`src/rtl/execute_stage_pkg.sv`:
```
// Shared definitions for the execute stage: datapath width, ALU op codes and
// the iterative multiply/divide FSM states.
package execute_stage_pkg;

  localparam int unsigned WIDTH = 16;
  localparam int unsigned ITER  = 16;

  typedef enum logic [3:0] {
    ALU_ADD  = 4'd0,
    ALU_SUB  = 4'd1,
    ALU_AND  = 4'd2,
    ALU_OR   = 4'd3,
    ALU_XOR  = 4'd4,
    ALU_NOR  = 4'd5,
    ALU_SLT  = 4'd6,
    ALU_SLL  = 4'd7,
    ALU_SRL  = 4'd8,
    ALU_SRA  = 4'd9,
    ALU_MUL  = 4'd10,
    ALU_DIVU = 4'd11
  } alu_op_t;

  typedef enum logic [1:0] {
    ST_IDLE = 2'd0,
    ST_RUN  = 2'd1
  } state_t;

  typedef struct packed {
    logic mem_write;
    logic mem_read;
    logic branch;
    logic reg_write;
    logic mem_to_reg;
  } ctrl_t;

endpackage

```
`src/rtl/iter_muldiv.sv`:
```
// Iterative 16-step unsigned multiplier (shift-add) and restoring divider.
// result is the value of the final step, valid while done is high.
module iter_muldiv
  import execute_stage_pkg::*;
(
  input  logic             clk,
  input  logic             rst,
  input  logic             start,
  input  logic             op_div,
  input  logic [WIDTH-1:0] a,
  input  logic [WIDTH-1:0] b,
  output logic             busy,
  output logic             done,
  output logic [WIDTH-1:0] result
);

  state_t           state, state_nx;
  logic [3:0]       cnt;
  logic             div_q;
  logic [WIDTH-1:0] x_q, y_q, b_q;
  logic [WIDTH-1:0] x_nx, y_nx;
  logic [WIDTH:0]   rem_sh;

  // x holds the accumulator (MUL) or remainder (DIVU); y the multiplicand or
  // the dividend bits shifting into the quotient; b the multiplier or divisor.
  always_comb begin
    x_nx   = x_q;
    y_nx   = {y_q[WIDTH-2:0], 1'b0};
    rem_sh = {x_q, y_q[WIDTH-1]};
    if (div_q) begin
      if (rem_sh >= {1'b0, b_q}) begin
        x_nx = WIDTH'(rem_sh - {1'b0, b_q});
        y_nx = {y_q[WIDTH-2:0], 1'b1};
      end else begin
        x_nx = rem_sh[WIDTH-1:0];
      end
    end else if (b_q[0]) begin
      x_nx = x_q + y_q;
    end
  end

  assign result = div_q ? y_nx : x_nx;

  always_ff @(posedge clk) begin
    if (rst) state <= ST_IDLE;
    else     state <= state_nx;
  end

  always_comb begin
    state_nx = ST_IDLE;
    case (state)
      ST_IDLE: state_nx = start ? ST_RUN : ST_IDLE;
      ST_RUN:  state_nx = (cnt == 4'(ITER - 1)) ? ST_IDLE : ST_RUN;
      default: state_nx = ST_IDLE;
    endcase
  end

  always_comb begin
    busy = (state == ST_RUN);
    done = (state == ST_RUN) && (cnt == 4'(ITER - 1));
  end

  always_ff @(posedge clk) begin
    if (rst) begin
      cnt   <= '0;
      div_q <= 1'b0;
      x_q   <= '0;
      y_q   <= '0;
      b_q   <= '0;
    end else if (state == ST_IDLE && start) begin
      cnt   <= '0;
      div_q <= op_div;
      x_q   <= '0;
      y_q   <= a;
      b_q   <= b;
    end else if (state == ST_RUN) begin
      cnt <= cnt + 4'd1;
      x_q <= x_nx;
      y_q <= y_nx;
      if (!div_q) b_q <= b_q >> 1;
    end
  end

endmodule

```
`src/rtl/execute_stage.sv`:
```
// 16-bit execute stage: single-cycle ALU, iterative MUL/DIVU, and the EX/MEM
// pipeline register feeding the memory stage.
module execute_stage
  import execute_stage_pkg::*;
(
  input  logic             clk,
  input  logic             rst,
  input  logic             in_valid,
  input  logic [3:0]       alu_op,
  input  logic [WIDTH-1:0] src_a,
  input  logic [WIDTH-1:0] src_b,
  input  logic [WIDTH-1:0] imm,
  input  logic             ALUSrc,
  input  logic             MemWrite_in,
  input  logic             MemRead_in,
  input  logic             Branch_in,
  input  logic             RegWrite_in,
  input  logic             MemtoReg_in,
  input  logic [2:0]       write_reg_in,
  output logic             busy,
  output logic             out_valid,
  output logic [WIDTH-1:0] alu_result,
  output logic [WIDTH-1:0] write_data,
  output logic             Zero,
  output logic             MemWrite,
  output logic             MemRead,
  output logic             Branch,
  output logic             RegWrite,
  output logic             MemtoReg,
  output logic [2:0]       write_reg
);

  logic [WIDTH-1:0] op_b, alu_y, md_result, pend_wd;
  logic             accept, is_multi, md_busy, md_done;
  ctrl_t            ctrl_in, pend_ctrl;
  logic [2:0]       pend_reg;

  assign op_b     = ALUSrc ? imm : src_b;
  assign is_multi = (alu_op == ALU_MUL) || (alu_op == ALU_DIVU);
  assign accept   = in_valid && !md_busy;
  assign busy     = md_busy;
  assign ctrl_in  = {MemWrite_in, MemRead_in, Branch_in, RegWrite_in, MemtoReg_in};

  always_comb begin
    alu_y = op_b;
    case (alu_op_t'(alu_op))
      ALU_ADD: alu_y = src_a + op_b;
      ALU_SUB: alu_y = src_a - op_b;
      ALU_AND: alu_y = src_a & op_b;
      ALU_OR:  alu_y = src_a | op_b;
      ALU_XOR: alu_y = src_a ^ op_b;
      ALU_NOR: alu_y = ~(src_a | op_b);
      ALU_SLT: alu_y = {{(WIDTH-1){1'b0}}, $signed(src_a) < $signed(op_b)};
      ALU_SLL: alu_y = src_a << op_b[3:0];
      ALU_SRL: alu_y = src_a >> op_b[3:0];
      ALU_SRA: alu_y = WIDTH'($signed(src_a) >>> op_b[3:0]);
      default: alu_y = op_b;
    endcase
  end

  iter_muldiv u_muldiv (
    .clk    (clk),
    .rst    (rst),
    .start  (accept && is_multi),
    .op_div (alu_op == ALU_DIVU),
    .a      (src_a),
    .b      (op_b),
    .busy   (md_busy),
    .done   (md_done),
    .result (md_result)
  );

  // Store data and control of a MUL/DIVU are parked here until the result
  // emerges; the output register meanwhile behaves as a bubble.
  always_ff @(posedge clk) begin
    if (rst) begin
      out_valid  <= 1'b0;
      alu_result <= '0;
      write_data <= '0;
      Zero       <= 1'b0;
      {MemWrite, MemRead, Branch, RegWrite, MemtoReg} <= '0;
      write_reg  <= '0;
      pend_ctrl  <= '0;
      pend_wd    <= '0;
      pend_reg   <= '0;
    end else if (md_done) begin
      out_valid  <= 1'b1;
      alu_result <= md_result;
      Zero       <= (md_result == '0);
      write_data <= pend_wd;
      write_reg  <= pend_reg;
      {MemWrite, MemRead, Branch, RegWrite, MemtoReg} <= pend_ctrl;
    end else if (accept && !is_multi) begin
      out_valid  <= 1'b1;
      alu_result <= alu_y;
      Zero       <= (alu_y == '0);
      write_data <= src_b;
      write_reg  <= write_reg_in;
      {MemWrite, MemRead, Branch, RegWrite, MemtoReg} <= ctrl_in;
    end else begin
      out_valid <= 1'b0;
      if (!md_busy) begin
        {MemWrite, MemRead, Branch, RegWrite} <= '0;
      end
      if (accept) begin
        pend_ctrl <= ctrl_in;
        pend_wd   <= src_b;
        pend_reg  <= write_reg_in;
      end
    end
  end

endmodule
```
`config.mk`:
```
export PLATFORM = sky130hd
export DESIGN_NAME = execute_stage
export DESIGN_NICKNAME = d
export VERILOG_FILES = /design/src/rtl/execute_stage_pkg.sv /design/src/rtl/iter_muldiv.sv /design/src/rtl/execute_stage.sv
export SDC_FILE = /design/constraint.sdc
export NUM_CORES = 1
export LEC_CHECK = 0
export ABC_AREA = 1
export CAP_MARGIN = 5
export CORE_MARGIN = 5
export CORE_UTILIZATION = 60
export DETAILED_ROUTE_END_ITERATION = 6
export PLACE_DENSITY = 0.84
export SYNTH_ARGS = -nofsm -noshare
export SYNTH_HDL_FRONTEND = slang
export SYNTH_SLANG_ARGS = --single-unit
export TNS_END_PERCENT = 20
```
`constraint.sdc`:
```
create_clock -name clk -period 3.5 [get_ports clk]
set_clock_uncertainty 0.15 [all_clocks]
set_input_delay 0.525 -clock clk [delete_from_list [all_inputs] [get_ports clk]]
set_output_delay 0.525 -clock clk [all_outputs]
set_load 0.01 [all_outputs]
```
======== Word-level counts from Yosys, hierarchy flattened ========
Index checks and enable logic that the tools add are counted.
storage, ports and cells
  bits in registers ....................... 121
  bits of input ports ..................... 64
  output and inout port bits .............. 43
  logic and storage cells ................. 108
operators by class
  add/sub/neg operators ................... 5
  $lt $le $gt $ge ......................... 2
  equal/unequal tests ..................... 15
  shift operators ......................... 3
  muxes and demuxes ....................... 37
  bitwise gates (word level) .............. 6
  reductions and logical operators ........ 17
operators by type and width
  operator               number
  $mux W16               14
  $pmux W16 S10          1
  $add A16 B16 Y16       2
  $logic_not A16 Y1      2
  $sub A16 B16 Y16       2
  $eq A4 B4 Y1 const B   5
  $mux W1                19
  $ge A17 B16 Y1         1
  $and A16 B16 Y16       1
  $eq A4 B3 Y1 const B   4
  $lt A16 B16 Y1         1
  $not A16 Y16           1
  $or A16 B16 Y16        1
  $shl A16 B4 Y16        1
  $shr A16 B4 Y16        1
  $sshr A16 B4 Y16       1
  $xor A16 B16 Y16       1
  $eq A4 B2 Y1 const B   2
  $mux W3                2
  $logic_and A1 B1 Y1    5
  $add A4 B1 Y4 const B  1
  $eq A4 B1 Y1 const B   1
  $logic_not A4 Y1       1
  $pmux W2 S2            1
  11 further kinds       14

======== Depth between registers and ports, before layout ========
Gate-level depths: netlist (run 1).
  depth after elaboration ................. 7
  gate-level depth with buffers ........... 26
  depth with buffers taken out ............ 24

======== Cells and area by module ========
From an unflattened synthesis (run 1), not the netlist that was laid out.
unflattened totals
  cell total of the unflattened synthesis .. 2146
  area, all modules ....................... 12483.2 um2
by module, submodules not included
  module         times used  cells each  area an instance (um2)  seq. area each (um2)
  execute_stage  1           1318        7641.1                  1321.3
  iter_muldiv    1           828         4842.1                  1081.0

======== Worst setup path after synthesis (run 1) ========
OpenSTA, ideal clock, no wires.
  path kind ............................... input -> register
  start ................................... input port ALUSrc
  end ..................................... register Zero
  setup time .............................. 56 ps
  data arrival time ....................... 2878 ps
  required time ........................... 3294 ps
  setup slack ............................. 416 ps
  stages on the path ...................... 22
  buffers on the path ..................... 2
  cell sequence ........................... inv_2 clkbuf_1 or2_2 o21ai_0 ha_1 buf_2 inv_1 o21ai_0 nor2_1 o21ai_0 or2_2 nand3_1 nand2_1 inv_1 nand3_1 nor2_1 nand3_1 nor2_1 nand2_1 nand3_1 nand2_1 inv_1
on the way
  word-level cells in the longest chain between the ends .. 7
  elaborated cells on any way between the ends .. 15
  classes of those cells .................. 2 x add/sub; 1 x order compare; 3 x shift; 4 x mux; 4 x bitwise; 1 x reduce/logical
ends and longest elaborated chain
  what                                                      RTL line             source
  start, declared                                           execute_stage.sv:13  input logic ALUSrc,
  $mux W16 *                                                execute_stage.sv:38  assign op_b = ALUSrc ? imm : src_b;
  branches (longest 2 deep; another with $sub A16 B16 Y16)  --
  $pmux W16 S10 *                                           execute_stage.sv:46  case (alu_op_t'(alu_op))
  $logic_not A16 Y1 *                                       execute_stage.sv:96  Zero <= (alu_y == '0);
  $mux W1 *                                                 execute_stage.sv:93  end else if (accept && !is_multi) begin
  $mux W1 *                                                 execute_stage.sv:86  end else if (md_done) begin
  end signal, assigned                                      execute_stage.sv:89  Zero <= (md_result == '0);
  end signal, assigned                                      execute_stage.sv:96
  end, declared                                             execute_stage.sv:24  output logic Zero,
Mark *: on every way between the ends. The select of a mux whose other input is x is not followed.
A chain may end at the register's enable or synchronous reset.

======== Worst setup path in the final report (run 1) ========
  start ................................... register u_muldiv.x_q[0]
  end ..................................... register Zero
on the way
  word-level cells in the longest chain between the ends .. 6
  elaborated cells on any way between the ends .. 11
  classes of those cells .................. 2 x add/sub; 1 x order compare; 7 x mux; 1 x reduce/logical
ends and longest elaborated chain
  what                                            RTL line             source
  start, declared                                 iter_muldiv.sv:20    logic [WIDTH-1:0] x_q, y_q, b_q;
  start signal, assigned                          iter_muldiv.sv:78    x_q <= x_nx;
  $add A16 B16 Y16, or another cell as far along  iter_muldiv.sv:38    x_nx = x_q + y_q;
  $mux W16, or another cell as far along          iter_muldiv.sv:37    end else if (b_q[0]) begin
  $mux W16 / $mux W1 (equally long branches)      iter_muldiv.sv:30    if (div_q) begin
  $mux W16 *                                      iter_muldiv.sv:42    assign result = div_q ? y_nx : x_nx;
  $logic_not A16 Y1 *                             execute_stage.sv:89
  $mux W1 *                                       execute_stage.sv:86
Mark *: on every way between the ends. The rest lies on a longest branch, timed or not.

==> run metrics, run 1 <==
status=complete, but fails checks; failing checks=DRC; Clock Tree Root=clkbuf_16; number of port buffers=106; Hold Violations, Final=0; CP top delay family=compound AO/OA/AOI/OAI gates; FF-to-FF path depth=17; dpl hpwl=37,000 um; GRT Resource Usage Total=41.9%; Post-synth EDFFs=0; number of cell rows=50; TritonCTS Sinks=120; Tightest Pin Transition=1.10 ns; DP Area=14,000 um2; Die Height=149 um; gpl congestion=1.10; initial drt markers=2,104; reg2reg end=Zero; fmax=292 MHz; share of cells above drive strength 1=13.4%; Worst setup endpoint=Zero; Post-CTS Setup Repair Bufs=0; syn_area_per_cell=5.89 um2; Syn Nets=2,121; Final setup viols=0; Pre-antenna DRT Iters=7; Yosys warning total=0; Worst-Skew Late Latency=0.43 ns; share of the synthesized area in the top cell type=20.7%; Startpoint Class=flop; top post-synthesis cells by count=nand2_1 (554), nand3_1 (227), inv_1 (208), nor2_1 (192), a21oi_1 (129); min-delay src=pend_wd[1]; vias=15,300; slowest CP cell=dfxtp_1; Worst setup startpoint=u_muldiv.x_q[0]; total wire length=48,500 um; first-pass GRT wire length=73,900 um; total I/O pin count=107; WP depth=17; number of global-route vias before repair=13,800; dominant cell type by area after synthesis=dfxtp_1; register area share after synthesis=20.7%; VDD IR-drop max=0.437 mV; DR WL/cell=19.6 um; Vias/cell=6.17; area of the mapped netlist=11,600 um2; Post-Syn Instances=1,969; Synth area leaders=dfxtp_1 (21%), nand2_1 (18%), nand3_1 (9.8%); power per cell area=393 nW/um2; CTS Hold Bufs=0; synth-to-layout area growth=26.9%; Max Root-Sink Buffers=2; pin count of the biggest net entering global routing=50; H-tree depth=4; DRC Markers=10; Final Critical Period=3.42 ns; Die ar.=22,200 um2; Layout Nets=2,354; Setup crit end kind=flop; CP Max Fanout=6; clock transition at the registers of the reported paths=0.06 ns; Yosys reg bits=120; type of the worst setup path=reg -> reg; Final Core Density=77.9%; Final Cell Area=14,700 um2; main flop type after synthesis=dfxtp_1; initial core utilization=61.4%; grt total ovfl=0; reg2reg start=u_muldiv.x_q[0]; Worst EP required=3.72 ns; worst hold path type=reg -> reg; top-count cell post-synth=nand2_1; Worst EP arrival=3.64 ns; Pleak=0.00720 uW; fraction of registers with async set/reset=0%; CTS Buf Count=17; core area=18,900 um2; antenna violations before repair=0; diodes inserted=0; TritonCTS clock tree=yes; Distinct cells, synth=50; max_cap viols=0; r2r setup slk=0.08 ns; CP bufs+invs=3; DRT antenna net count=0; cell repeated most along the worst path=nand3_1; worst rel slew slack=26.5%; CP max stage delay=0.46 ns; post-route clock period utilization=97.7%; cells along the critical path=ha_1 -> inv_1 -> fa_1 -> o21ai_1 -> a21oi_1 -> nand2_1 -> nand3_1 -> a21boi_0 -> buf_4 -> nand3_1 -> nor2_1 -> nand2_1 -> nor2_1 -> nand3_1 -> nand3_1 -> nand2_1 -> inv_1; pins over their slew limit=0; Die X=149 um
## final cells by class
cell class / count / area (um2)
clock buffer: 17 / 425
clock inverter: 15 / 156
fill: 1490 / 4180
inverter: 221 / 832
multi-input combinational: 1537 / 7990
sequential: 120 / 2400
tap: 260 / 325
timing repair buffer: 305 / 2580
## timing repair
| action | CTS | global route |
|---|---|---|
| gates resized for setup | 6 | 24 |
| setup endpoints to repair | 1 | 11 |
| pin swaps | 0 | 1 |
## per-stage QoR
step	cells	power [uW]	setup WS [ns]	hold WS [ns]	TNS [ns]
CTS	2475	5670	0.00620	0.319	0
floorplan	1969	3020	0.416	0.295	0
global placement	2443	3880	-0.517	0.302	-3.35
finish	2475	5790	0.0809	0.318	0
global route	2475	6040	-0.0375	0.345	-0.0375
detailed placement	2443	3930	-0.537	0.310	-4.18
## cell families (layout without fill, tap and decap cells)
kind of cell    Yosys count  count (layout)  synth area share [%]
buf+inv                 312             558                  11.0
simple gates           1048            1048                  38.1
xor+xnor                 17              17                  1.28
flops                   120             120                  20.7
compound gates          384             384                  19.1
fa+ha+maj                88              88                  9.76
## per-layer routing
metal	up-vias	global-route usage, %	wire length, um
met5	-	0	0
met4	0	20.3	3150
met3	263	13.1	7120
met2	1232	62.6	20000
met1	6799	54.8	18300
li1	6987	-	-
## power breakdown
group,switching [uW],leakage [uW],internal (uW)
logic,1520,0.00594,941
registers,108,0.000985,1480
clock network,789,0.000280,951
## worst min-delay path by stage
| stage | slack (ns) | to | cells after the start |
|---|---|---|---|
| after CTS | 0.32 | pend_wd[1] | 2 |
| after global placement | 0.30 | pend_wd[4] | 2 |
| after global routing | 0.35 | pend_wd[1] | 2 |
| final | 0.32 | pend_wd[1] | 2 |
| after floorplan | 0.30 | pend_reg[0] | 2 |
| after detailed placement | 0.31 | pend_wd[1] | 2 |
## cells in the final DEF (no fill, tap or decap), drive strengths merged, types with 3 or more instances in the layout
cell type        n
a211oi           3
a21boi           3
a21o             3
a21oi          130
a221oi          20
a22oi            3
a2bb2oi          5
a31oi           43
buf            200
clkbuf          17
clkdlybuf4s50  101
clkinv           7
dfxtp          120
dlymetal6s2s     4
fa               4
ha              84
inv            227
nand2          565
nand3          231
nand4           14
nor2           197
nor3            21
o2111ai          4
o211ai          13
o21ai          134
o21bai           5
o22ai           10
or2             14
xnor2            8
xor2             9
## worst reg2reg max path: cells and delay by family (launching register included)
kind	cells	cell delay (ns)
adder cells (fa/ha/maj)	2	0.68
AND/OR/NAND/NOR	9	0.79
AO/OA/AOI/OAI	3	0.93
buffers and inverters	3	0.36
flip-flops	1	0.46
No activity file was read; power rests on OpenSTA's default activity.
==> run 2, diff against run 1 <==
--- a/config.mk
+++ b/config.mk
@@ -11,6 +11,7 @@
 export CORE_UTILIZATION = 60
 export DETAILED_ROUTE_END_ITERATION = 6
 export PLACE_DENSITY = 0.84
+export SLEW_MARGIN = 5
 export SYNTH_ARGS = -nofsm -noshare
 export SYNTH_HDL_FRONTEND = slang
 export SYNTH_SLANG_ARGS = --single-unit
==> results of run 2 <==
Same layout as run 1: the final DEF is identical, and so are final timing and power.
